## src/rtl/regfile_multi_seq.sv

```systemverilog
// LDM/STM sequencer: walks a register list one beat per mem_req/mem_ready handshake, then optional base writeback.
// Latency: N beats (+1 WB) + 1 DONE cycle after start; beats hold all request outputs while mem_ready is low.
module regfile_multi_seq (
  input  logic        clk,
  input  logic        reset,
  input  logic        start,
  input  logic        load,
  input  logic [15:0] reglist,
  input  logic [31:0] base,
  input  logic [3:0]  rn,
  input  logic        pre,
  input  logic        up,
  input  logic        wback,
  output logic        busy,
  output logic        done,
  output logic        mem_req,
  output logic        mem_we,
  output logic [31:0] mem_addr,
  output logic [31:0] mem_wdata,
  input  logic        mem_ready,
  input  logic [31:0] mem_rdata,
  output logic [3:0]  reg_ra,
  input  logic [31:0] reg_rdata,
  output logic        reg_we,
  output logic [3:0]  reg_wa,
  output logic [31:0] reg_wd
);

  typedef enum logic [1:0] {IDLE, XFER, WB, DONE} state_t;

  state_t      state, state_nxt;
  logic [15:0] mask;
  logic [31:0] addr;
  logic [31:0] wb_val;
  logic [3:0]  rn_q;
  logic        load_q;
  logic        wb_go;

  logic [4:0]  cnt;
  logic [31:0] span;
  logic [31:0] start_addr;
  logic [3:0]  cur;
  logic        last;
  logic        beat;

  always_comb begin
    cnt = '0;
    for (int i = 0; i < 16; i++) cnt = cnt + {4'd0, reglist[i]};
  end

  assign span = {25'd0, cnt, 2'b00};

  always_comb begin
    case ({pre, up})
      2'b01:   start_addr = base;
      2'b11:   start_addr = base + 32'd4;
      2'b00:   start_addr = base - span + 32'd4;
      default: start_addr = base - span;
    endcase
  end

  // Downward scan so the lowest set bit is the one left standing.
  always_comb begin
    cur = '0;
    for (int i = 15; i >= 0; i--) begin
      if (mask[i]) cur = 4'(i);
    end
  end

  assign last = ((mask & (mask - 16'd1)) == 16'd0);
  assign beat = (state == XFER) && mem_ready;

  always_ff @(posedge clk or negedge reset) begin
    if (!reset) begin
      state  <= IDLE;
      mask   <= '0;
      addr   <= '0;
      wb_val <= '0;
      rn_q   <= '0;
      load_q <= 1'b0;
      wb_go  <= 1'b0;
    end else begin
      state <= state_nxt;
      if (state == IDLE && start) begin
        mask   <= reglist;
        addr   <= start_addr;
        wb_val <= up ? (base + span) : (base - span);
        rn_q   <= rn;
        load_q <= load;
        // A loaded Rn beats the writeback value.
        wb_go  <= wback && !(load && reglist[rn]);
      end else if (beat) begin
        mask <= mask & (mask - 16'd1);
        addr <= addr + 32'd4;
      end
    end
  end

  always_comb begin
    state_nxt = state;
    mem_req   = 1'b0;
    mem_we    = 1'b0;
    reg_we    = 1'b0;
    reg_wa    = '0;
    reg_wd    = '0;
    done      = 1'b0;
    case (state)
      IDLE: begin
        if (start) state_nxt = (reglist == 16'd0) ? DONE : XFER;
      end
      XFER: begin
        mem_req = 1'b1;
        mem_we  = !load_q;
        reg_we  = load_q && mem_ready;
        reg_wa  = cur;
        reg_wd  = mem_rdata;
        if (mem_ready && last) state_nxt = wb_go ? WB : DONE;
      end
      WB: begin
        reg_we    = 1'b1;
        reg_wa    = rn_q;
        reg_wd    = wb_val;
        state_nxt = DONE;
      end
      DONE: begin
        done      = 1'b1;
        state_nxt = IDLE;
      end
      default: state_nxt = IDLE;
    endcase
  end

  assign busy      = (state != IDLE);
  assign mem_addr  = addr;
  assign reg_ra    = cur;
  assign mem_wdata = reg_rdata;

endmodule
```

## config.mk

```make
export PLATFORM = sky130hd
export DESIGN_NAME = regfile_multi_seq
export DESIGN_NICKNAME = d
export VERILOG_FILES = /design/src/rtl/regfile_multi_seq.sv
export SDC_FILE = /design/constraint.sdc
export NUM_CORES = 1
export LEC_CHECK = 0
export CAP_MARGIN = 10
export CORE_MARGIN = 8
export CORE_UTILIZATION = 35
export CTS_BUF_LIST = sky130_fd_sc_hd__clkbuf_8
export DETAILED_ROUTE_END_ITERATION = 6
export GPL_ROUTABILITY_DRIVEN = 0
export SLEW_MARGIN = 20
export SYNTH_ARGS = -nofsm -noshare
export SYNTH_HDL_FRONTEND = slang
export SYNTH_SLANG_ARGS = --single-unit
```

## constraint.sdc

```tcl
create_clock -name clk -period 4.5 [get_ports clk]
set_clock_uncertainty 0.1 [all_clocks]
set_input_delay 0.675 -clock clk [delete_from_list [all_inputs] [get_ports clk]]
set_output_delay 0.675 -clock clk [all_outputs]
set_load 0.02 [all_outputs]
```

After elaboration in Yosys (flattened, before gate mapping)
Index checks and enable logic that the tools add are counted.

cells by class
  add/subtract/negate cells = 21
  magnitude comparators = 1
  eq/ne operators = 7
  multiplexer cells = 35
  bitwise logic cells = 1
  reductions and logical operators = 15

operators by type and width
  cell                     number
  $add A32 B3 Y32 const B  3
  $mux W32                 3
  $pmux W32 S3             1
  $mux W4                  16
  $pmux W32 S2             1
  $add A5 B1 Y5            11
  $add A32 B7 Y32          1
  $logic_not A16 Y1        2
  $mux W16                 2
  $sub A32 B7 Y32          1
  $and A16 B16 Y16         1
  $sub A16 B1 Y16 const B  1
  $pmux W2 S4              1
  $pmux W4 S2              1
  $eq A2 B2 Y1 const B     3
  $logic_and A1 B1 Y1      6
  $mux W2                  3
  $add A4 B1 Y5            1
  $lt A4 B5 Y1 const B     1
  $mux W1                  5
  $add A3 B1 Y4            1
  $bmux W1 S4              1
  $eq A2 B1 Y1 const B     2
  $logic_not A2 Y1         2
  other kinds (8)          10

word-level totals
  register bits after elaboration = 88
  input port bits = 124
  output and inout bits = 109
  logic and storage cells = 87

Depth between registers and ports, before layout
Gate-level depths: netlist of run 1.

  word-level depth = 19
  depth in mapped cells = 25
  gate-level depth less buffers = 23

Worst setup path before layout of run 1
Ideal clock, no wire load.

  kind = input -> register
  start point = input reglist[0]
  end point = register addr[24], in the netlist mem_addr[24]
  arrival = 7.067 ns
  setup slack = -2.749 ns
  stages on the path = 20
  path through = inv_1 -> fa_1 -> fa_1 -> fa_1 -> fa_1 -> inv_1 -> ha_1 -> fa_1 -> fa_1 -> or2_2 -> a211oi_2 -> clkbuf_1 -> nor3_1 -> xnor2_1 -> or3_1 -> or4_1 -> clkbuf_2 -> or4_1 -> a211o_1 -> a31oi_1

between the ends
  longest elaborated chain between the ends = 19

RTL lines
  what                           line    text
  from (decl)                    8       input logic [15:0] reglist,
  $add A1 B1 Y2 *                48      for (int i = 0; i < 16; i++) cnt = cnt + {4'd0, reglist[i]};
  $add A2 B1 Y3 *                48
  $add A3 B1 Y4 *                48
  $add A4 B1 Y5 *                48
  $add A5 B1 Y5 * (11 in a row)  48
  $sub A32 B7 Y32 *              57, 58
  $add A32 B3 Y32                57      2'b00: start_addr = base - span + 32'd4;
  $pmux W32 S3 *                 54      case ({pre, up})
  $mux W32 *                     84      if (state == IDLE && start) begin
  to (signal assigned)           86      addr <= start_addr;
  to (signal assigned)           94      addr <= addr + 32'd4;
  to (decl)                      33      logic [31:0] addr;

Mark *: on every way between the ends. The rest lies on a longest branch, timed or not.
A chain may end at the register's enable or synchronous reset.

Worst setup path after layout of run 1
  start point = input reglist[7]
  end point = register addr[24], in the netlist mem_addr[24]

between the ends
  longest elaborated chain between the ends = 13

RTL lines
  what                          line
  $add A5 B1 Y5 * (9 in a row)  48
  $sub A32 B7 Y32 *             57, 58
  $add A32 B3 Y32               57
  $pmux W32 S3 *                54
  $mux W32 *                    84

Marks and branches as above.

==> results of run 1 <==
metrics by stage:
stage                     util (%)  setup WS (ns)  total power [mW]  hold slack (ns)  cells
after CTS                     56.5          -2.18              8.24            0.249   1970
after detailed placement      49.1          -3.26              6.78            0.363   1824
after global routing          58.8          -2.40              9.52            0.281   1956
after floorplan                  -          -2.42              4.65            0.279   1242
after global placement        49.1          -3.14              6.71            0.355   1824
final                         58.8          -2.30              8.97            0.227   1956
what timing repair did:
item	CTS	global route
setup buffers	132	38
gates resized for setup	214	154
gates cloned	1	0
setup endpoints to repair	58	61
hold buffers	0	0
pin swaps	94	100
power groups by stage:
stage	Combinational, mW	Sequential [mW]	Clock (mW)
2_1_floorplan	3.05	1.61	0
3_3_place_gp	5.14	1.57	0
3_5_place_dp	5.19	1.59	0
4_1_cts	6.06	1.57	0.610
5_1_grt	7.24	1.64	0.643
6_report	6.78	1.59	0.607
area by class of cell:
class	instances	area, µm²
repair buffers	490	4460
multi-input cells	976	7780
inverters	51	214
clock inverters	5	62.6
flip-flops and latches	88	2200
clock buffers	11	151
fillers	2188	10700
well taps	335	419
cells by family (layout without fill, tap and decap cells):
group	count (synthesis)	in the layout	synth area share (%)
simple gates	497	497	26.6
buf+inv	179	557	8.79
xor+xnor	96	96	9.09
compound gates	327	328	23.1
flops	88	88	23.8
mux	12	12	1.99
fa+ha+maj	43	43	6.68
critical path, delay by kind of cell:
family / cells / cell delay (ns)
fa+ha+maj: 7 / 3.21
buf+inv: 4 / 0.38
compound gates: 4 / 0.84
simple gates: 5 / 1.91
routing by layer:
metal | up-vias | track usage, % | part of all wire [%]
met2 | 610 | 39.3 | 44
met1 | 5438 | 33.3 | 41
met4 | 0 | 12.4 | 5.0
met3 | 133 | 5.65 | 9.8
met5 | - | 0 | 0
li1 | 5197 | - | -
placed cells by master, fill, tap and decap left out, types with 35 or more instances in the layout:
cell and n:
clkdlybuf4s50_1 157, a22oi_1 36, nand2_1 139, nor2_1 99, xnor2_1 40, nand3_1 35
a21oi_1 55, o21ai_0 41, buf_4 253, buf_6 64, dfrtp_1 88
final timing paths:
| check | from | endpoint | slack [ns] | cells after the start |
|---|---|---|---|---|
| worst max-delay path | reglist[7] | mem_addr[24] | -2.30 | 20 |
| worst min-delay path | reset | mask[9] | 0.23 | 1 |
| worst max register to register | mask[2] | state[0] | 1.15 | 9 |
| worst min register to register | mem_addr[1] | mem_addr[1] | 0.38 | 2 |
| max in group asynchronous | reset | mem_addr[22] | 3.08 | 2 |
| min in group clk | mem_addr[1] | mem_addr[1] | 0.38 | 2 |
registers in the layout, indices dropped and copies added (netlist names):
name      flops
mem_addr     32
wb_val       32
mask         16
rn_q          4
state         2
wb_go         1
load_q        1
==> metrics, run 1 <==
largest net degree at the start of global routing=55; top post-synthesis cells by area=dfrtp_1 24%, nand2_1 6.3%, xnor2_1 6.3%; post-route cell area=15300 µm²; most common cell in the synthesized netlist=nand2_1; combinational power share=75.6%; Layout Area Growth over Synthesis=65.3%; Worst-Margin Slew=0.840 ns; die height=179 µm; critical path class=in2reg; Critical-path top delay cell=fa_1; synth warn=0; CTS tree=built; final period utilization=151%; Initial Util=35.6%; Most used DFF post-synth=dfrtp_1; hpwl dp=29200 µm; Max Cap Viol=0; port buffer count=168; final setup margin=-2.30 ns; worst-path cell chain=buf_8 -> inv_2 -> fa_1 -> fa_1 -> fa_2 -> fa_1 -> inv_2 -> ha_4 -> fa_2 -> fa_2 -> or2_4 -> a211oi_4 -> buf_4 -> nor3_4 -> a2bb2oi_2 -> or4_4 -> or4_4 -> or4_4 -> a211o_1 -> a31oi_1; Post-synth top cells=154 x nand2_1, 114 x nor2_1, 88 x dfrtp_1; drt via density=5.82; vias=11400; root buf cell=clkbuf_8; min Tclk post-route=6.80 ns; Flop pwr share=17.7%; clock-pin transition on the worst setup and hold timing paths=0.11 ns; flops & latches, synth=88; WP data required=4.71 ns; global-route wire length before repair=63700 µm; sequential area share after synthesis=23.8%; Post-DP Area=12800 µm²; headroom to the max-slew limit=43.5%; Synth Instances=1242; RSZ-0062 raised after global routing=yes; Int Power=4.75 mW; number of antenna-violating nets in the routed design=0; Clk pwr share=6.8%; Max Clock Freq=147 MHz; Worst setup EP type=flop; Power Density=587 nW/µm²; Avg WL per Cell=21.5 µm; Sw Pwr=4.23 mW; final wirelength=42200 µm; Worst-Skew Late Latency=0.39 ns; failing checks=setup timing; vias in the first global route=11100; hold crit path type=in2async; core area=26000 µm²; max-slew violations=0; final hold violation count=0; Net Count, Synth=1405; Critical Path Fanout Max=4; share of Yosys cell area claimed by the top area cell type=23.8%; Yosys top cell by area=dfrtp_1; Post-synth ARST share=100%; synthesized area=9250 µm²; die area=31900 µm²; final setup vio count=58; Inserted Clock Buffers=9; Boundary Pins=233; Leakage Power=6.11 nW; 1st-pass router iterations=5; Horiz. Die Dim=179 µm; Post-synth EDFFs=0; status=finished, violations left; layout cells sized above 1=35.9%; nets=1779; setup_tns=-84.23 ns; gr ovfl total=0; Startpoint Class=input port; maximum VDD drop=0.755 mV; CP max stage delay=0.58 ns; Switching Fraction=47.1%; crit path DAT=7.01 ns; H-tree Lvls=3; syn_area_per_cell=7.45 µm²; ant diodes=0; total track usage=25.5%; Site Rows=59; Netlist cell types=79; DRC errors left=0; initial DRC count=1013; clock sink count=88; initial antenna violation count=0; Max clock buf depth=2
No activity file was read; power rests on OpenSTA's default activity.
==> inputs of run 2 (changes only) <==
--- a/config.mk
+++ b/config.mk
@@ -11,6 +11,7 @@
 export CTS_BUF_LIST = sky130_fd_sc_hd__clkbuf_8
 export DETAILED_ROUTE_END_ITERATION = 6
 export GPL_ROUTABILITY_DRIVEN = 0
+export MAX_ROUTING_LAYER = met4
 export SLEW_MARGIN = 20
 export SYNTH_ARGS = -nofsm -noshare
 export SYNTH_HDL_FRONTEND = slang
==> metrics, run 2 (synthesized netlist as in run 1, its figures left out) <==
status=finished, violations left; failing checks=setup timing; global-route wire length before repair=63700 µm (+0.11%); Int Power=4.73 mW (-0.44%); Worst R2R Path Depth=9 (unchanged); final setup margin=-2.30 ns (-0.000100 ns); Flop pwr share=17.7% (about the same); die area=31900 µm² (unchanged); final hold violation count=0 (unchanged); hold crit path type=in2async; post-route cell area=15300 µm² (-0.11%); Clk pwr share=6.8% (about the same); maximum VDD drop=0.757 mV (+0.25%); Max Clock Freq=147 MHz (about the same); commonest non-fill, non-tap cells in the layout=252 x buf_4, 157 x clkdlybuf4s50_1, 140 x nand2_1, 99 x nor2_1, 88 x dfrtp_1; Avg WL per Cell=21.5 µm (-0.15%); busiest layer in global routing=met2; Post-DP Area=12800 µm² (unchanged); # placed instances=1824 (unchanged); combinational power share=75.5% (about the same); clock sink count=88 (unchanged); WP data required=4.71 ns (about the same); Site Rows=59 (unchanged); Power Density=586 nW/µm² (-0.22%); Worst-Skew Late Latency=0.38 ns (about the same); Horiz. Die Dim=179 µm (unchanged); headroom to the max-slew limit=43.2% (-0.29 points); die height=179 µm (unchanged); Switching Fraction=47.2% (+0.060 points); vias=11300 (-0.33%); Final Non-Filler Cells=1955 (-0.051%); Layout fillers=2190 (+0.091%); Inserted Clock Buffers=9 (unchanged); Leakage Power=6.10 nW (-0.20%); Max Cap Viol=0 (unchanged); crit path DAT=7.01 ns (about the same); initial antenna violation count=0 (unchanged); layout cells sized above 1=35.8% (-0.10 points); GR Util met2=39.6% (+0.22 points); port buffer count=168 (unchanged); Boundary Pins=233 (unchanged); Critical Path Fanout Max=3 (-1); core area=26000 µm² (unchanged); Worst-Margin Slew=0.844 ns (+0.00428 ns); final period utilization=151% (about the same); initial DRC count=948 (-6.4%); largest net degree at the start of global routing=55 (unchanged); final setup vio count=58 (unchanged); RSZ-0062 raised after global routing=yes; hpwl dp=29200 µm (unchanged); area of the multi-input gates=7780 µm² (about the same); Layout Area Growth over Synthesis=65.1%; root buf cell=clkbuf_8; critical path class=in2reg; crit path from=reglist[15]; gr ovfl total=0 (unchanged); H-tree Lvls=3 (unchanged); Max clock buf depth=2 (unchanged); min Tclk post-route=6.80 ns (+0.000100 ns); Initial Util=35.6% (unchanged); drt via density=5.80 (-0.27%); grt met3 use=5.14% (-0.51 points); DRC errors left=0 (unchanged); clock-pin transition on the worst setup and hold timing paths=0.10 ns (about the same); Sw Pwr=4.22 mW (-0.19%); final wirelength=42100 µm (-0.20%); max-slew violations=0 (unchanged); Worst setup EP type=flop; commonest non-fill, non-tap cell in the layout=buf_4; FF-to-FF End=state[0]; CTS tree=built; total track usage=26.3% (+0.77 points); R2R setup slack=1.23 ns (+0.08 ns); FF+latch area=2200 µm² (unchanged); hold-fix buffers at CTS=0 (unchanged); vias in the first global route=11000 (-0.19%); 1st-pass router iterations=6 (+1); global routing met1 resource utilization=33.6% (+0.31 points); nets=1778 (-0.056%); Startpoint Class=input port; reg-to-reg startpoint=mask[2]; ant diodes=0 (unchanged); number of antenna-violating nets in the routed design=0 (unchanged)
-- run 2: what timing repair did --
item / CTS / global route
buffers inserted: 132 / 34
cloned: 1 / 0
pin swaps: 94 / 92
endpoints found under the setup margin: 58 / 61
gates resized for setup: 214 / 147
-- run 2: layer usage --
layer	part of all wire [%]	vias up
li1	-	5205
met1	41	5394
met2	44	604
met3	9.4	138
met4	5.1	0
met5	0	-
-- run 2: how the worst max path moves through the flow --
stage / depth (start not counted) / to / slack, ns
finish: 22 / mem_addr[24] / -2.30
global route: 22 / mem_addr[24] / -2.45
CTS: 19 / mem_addr[24] / -2.18
detailed placement: 19 / mem_addr[24] / -3.26
global placement: 19 / mem_addr[24] / -3.14
floorplan: 24 / mem_addr[24] / -2.42
-- run 2: critical path, stage by stage --
cell       delay, ns
buf_8           0.08
inv_4           0.03
fa_1            0.61
fa_1            0.47
fa_2            0.58
fa_1            0.42
inv_2           0.08
ha_4            0.15
fa_2            0.24
a21o_1          0.12
and2_4          0.18
inv_2           0.05
ha_4            0.15
or4_4           0.49
or3_4           0.36
nor4_4          0.27
a2bb2oi_2       0.09
or4_4           0.50
or4_4           0.55
or4_4           0.51
a211o_1         0.27
a31oi_1         0.12
-- run 2: power groups by stage --
stage          logic (mW)  clock network (mW)  registers [mW]
2_1_floorplan        3.05                   0            1.61
3_3_place_gp         5.14                   0            1.57
3_5_place_dp         5.19                   0            1.59
4_1_cts              6.06               0.610            1.57
5_1_grt              7.21               0.644            1.64
6_report             6.75               0.606            1.59
-- run 2: through the flow --
| step | total power [mW] | worst slack (ns) | setup TNS [ns] | util, % | hold WS [ns] |
|---|---|---|---|---|---|
| floorplan | 4.65 | -2.42 | -64.67 | - | 0.279 |
| global placement | 6.71 | -3.14 | -128.30 | 49.1 | 0.355 |
| detailed placement | 6.78 | -3.26 | -133.23 | 49.1 | 0.363 |
| finish | 8.95 | -2.30 | -82.54 | 58.8 | 0.236 |
| CTS | 8.24 | -2.18 | -81.20 | 56.5 | 0.249 |
| global route | 9.49 | -2.45 | -89.66 | 58.8 | 0.292 |
-- run 2: area by class of cell --
cell class / count / share of cell area (%)
multi-input cells: 976 / 50.9
flip-flops and latches: 88 / 14.4
clock inverters: 5 / 0.410
inverters: 51 / 1.42
repair buffers: 489 / 29.1
clock buffers: 11 / 0.991
well taps: 335 / 2.74
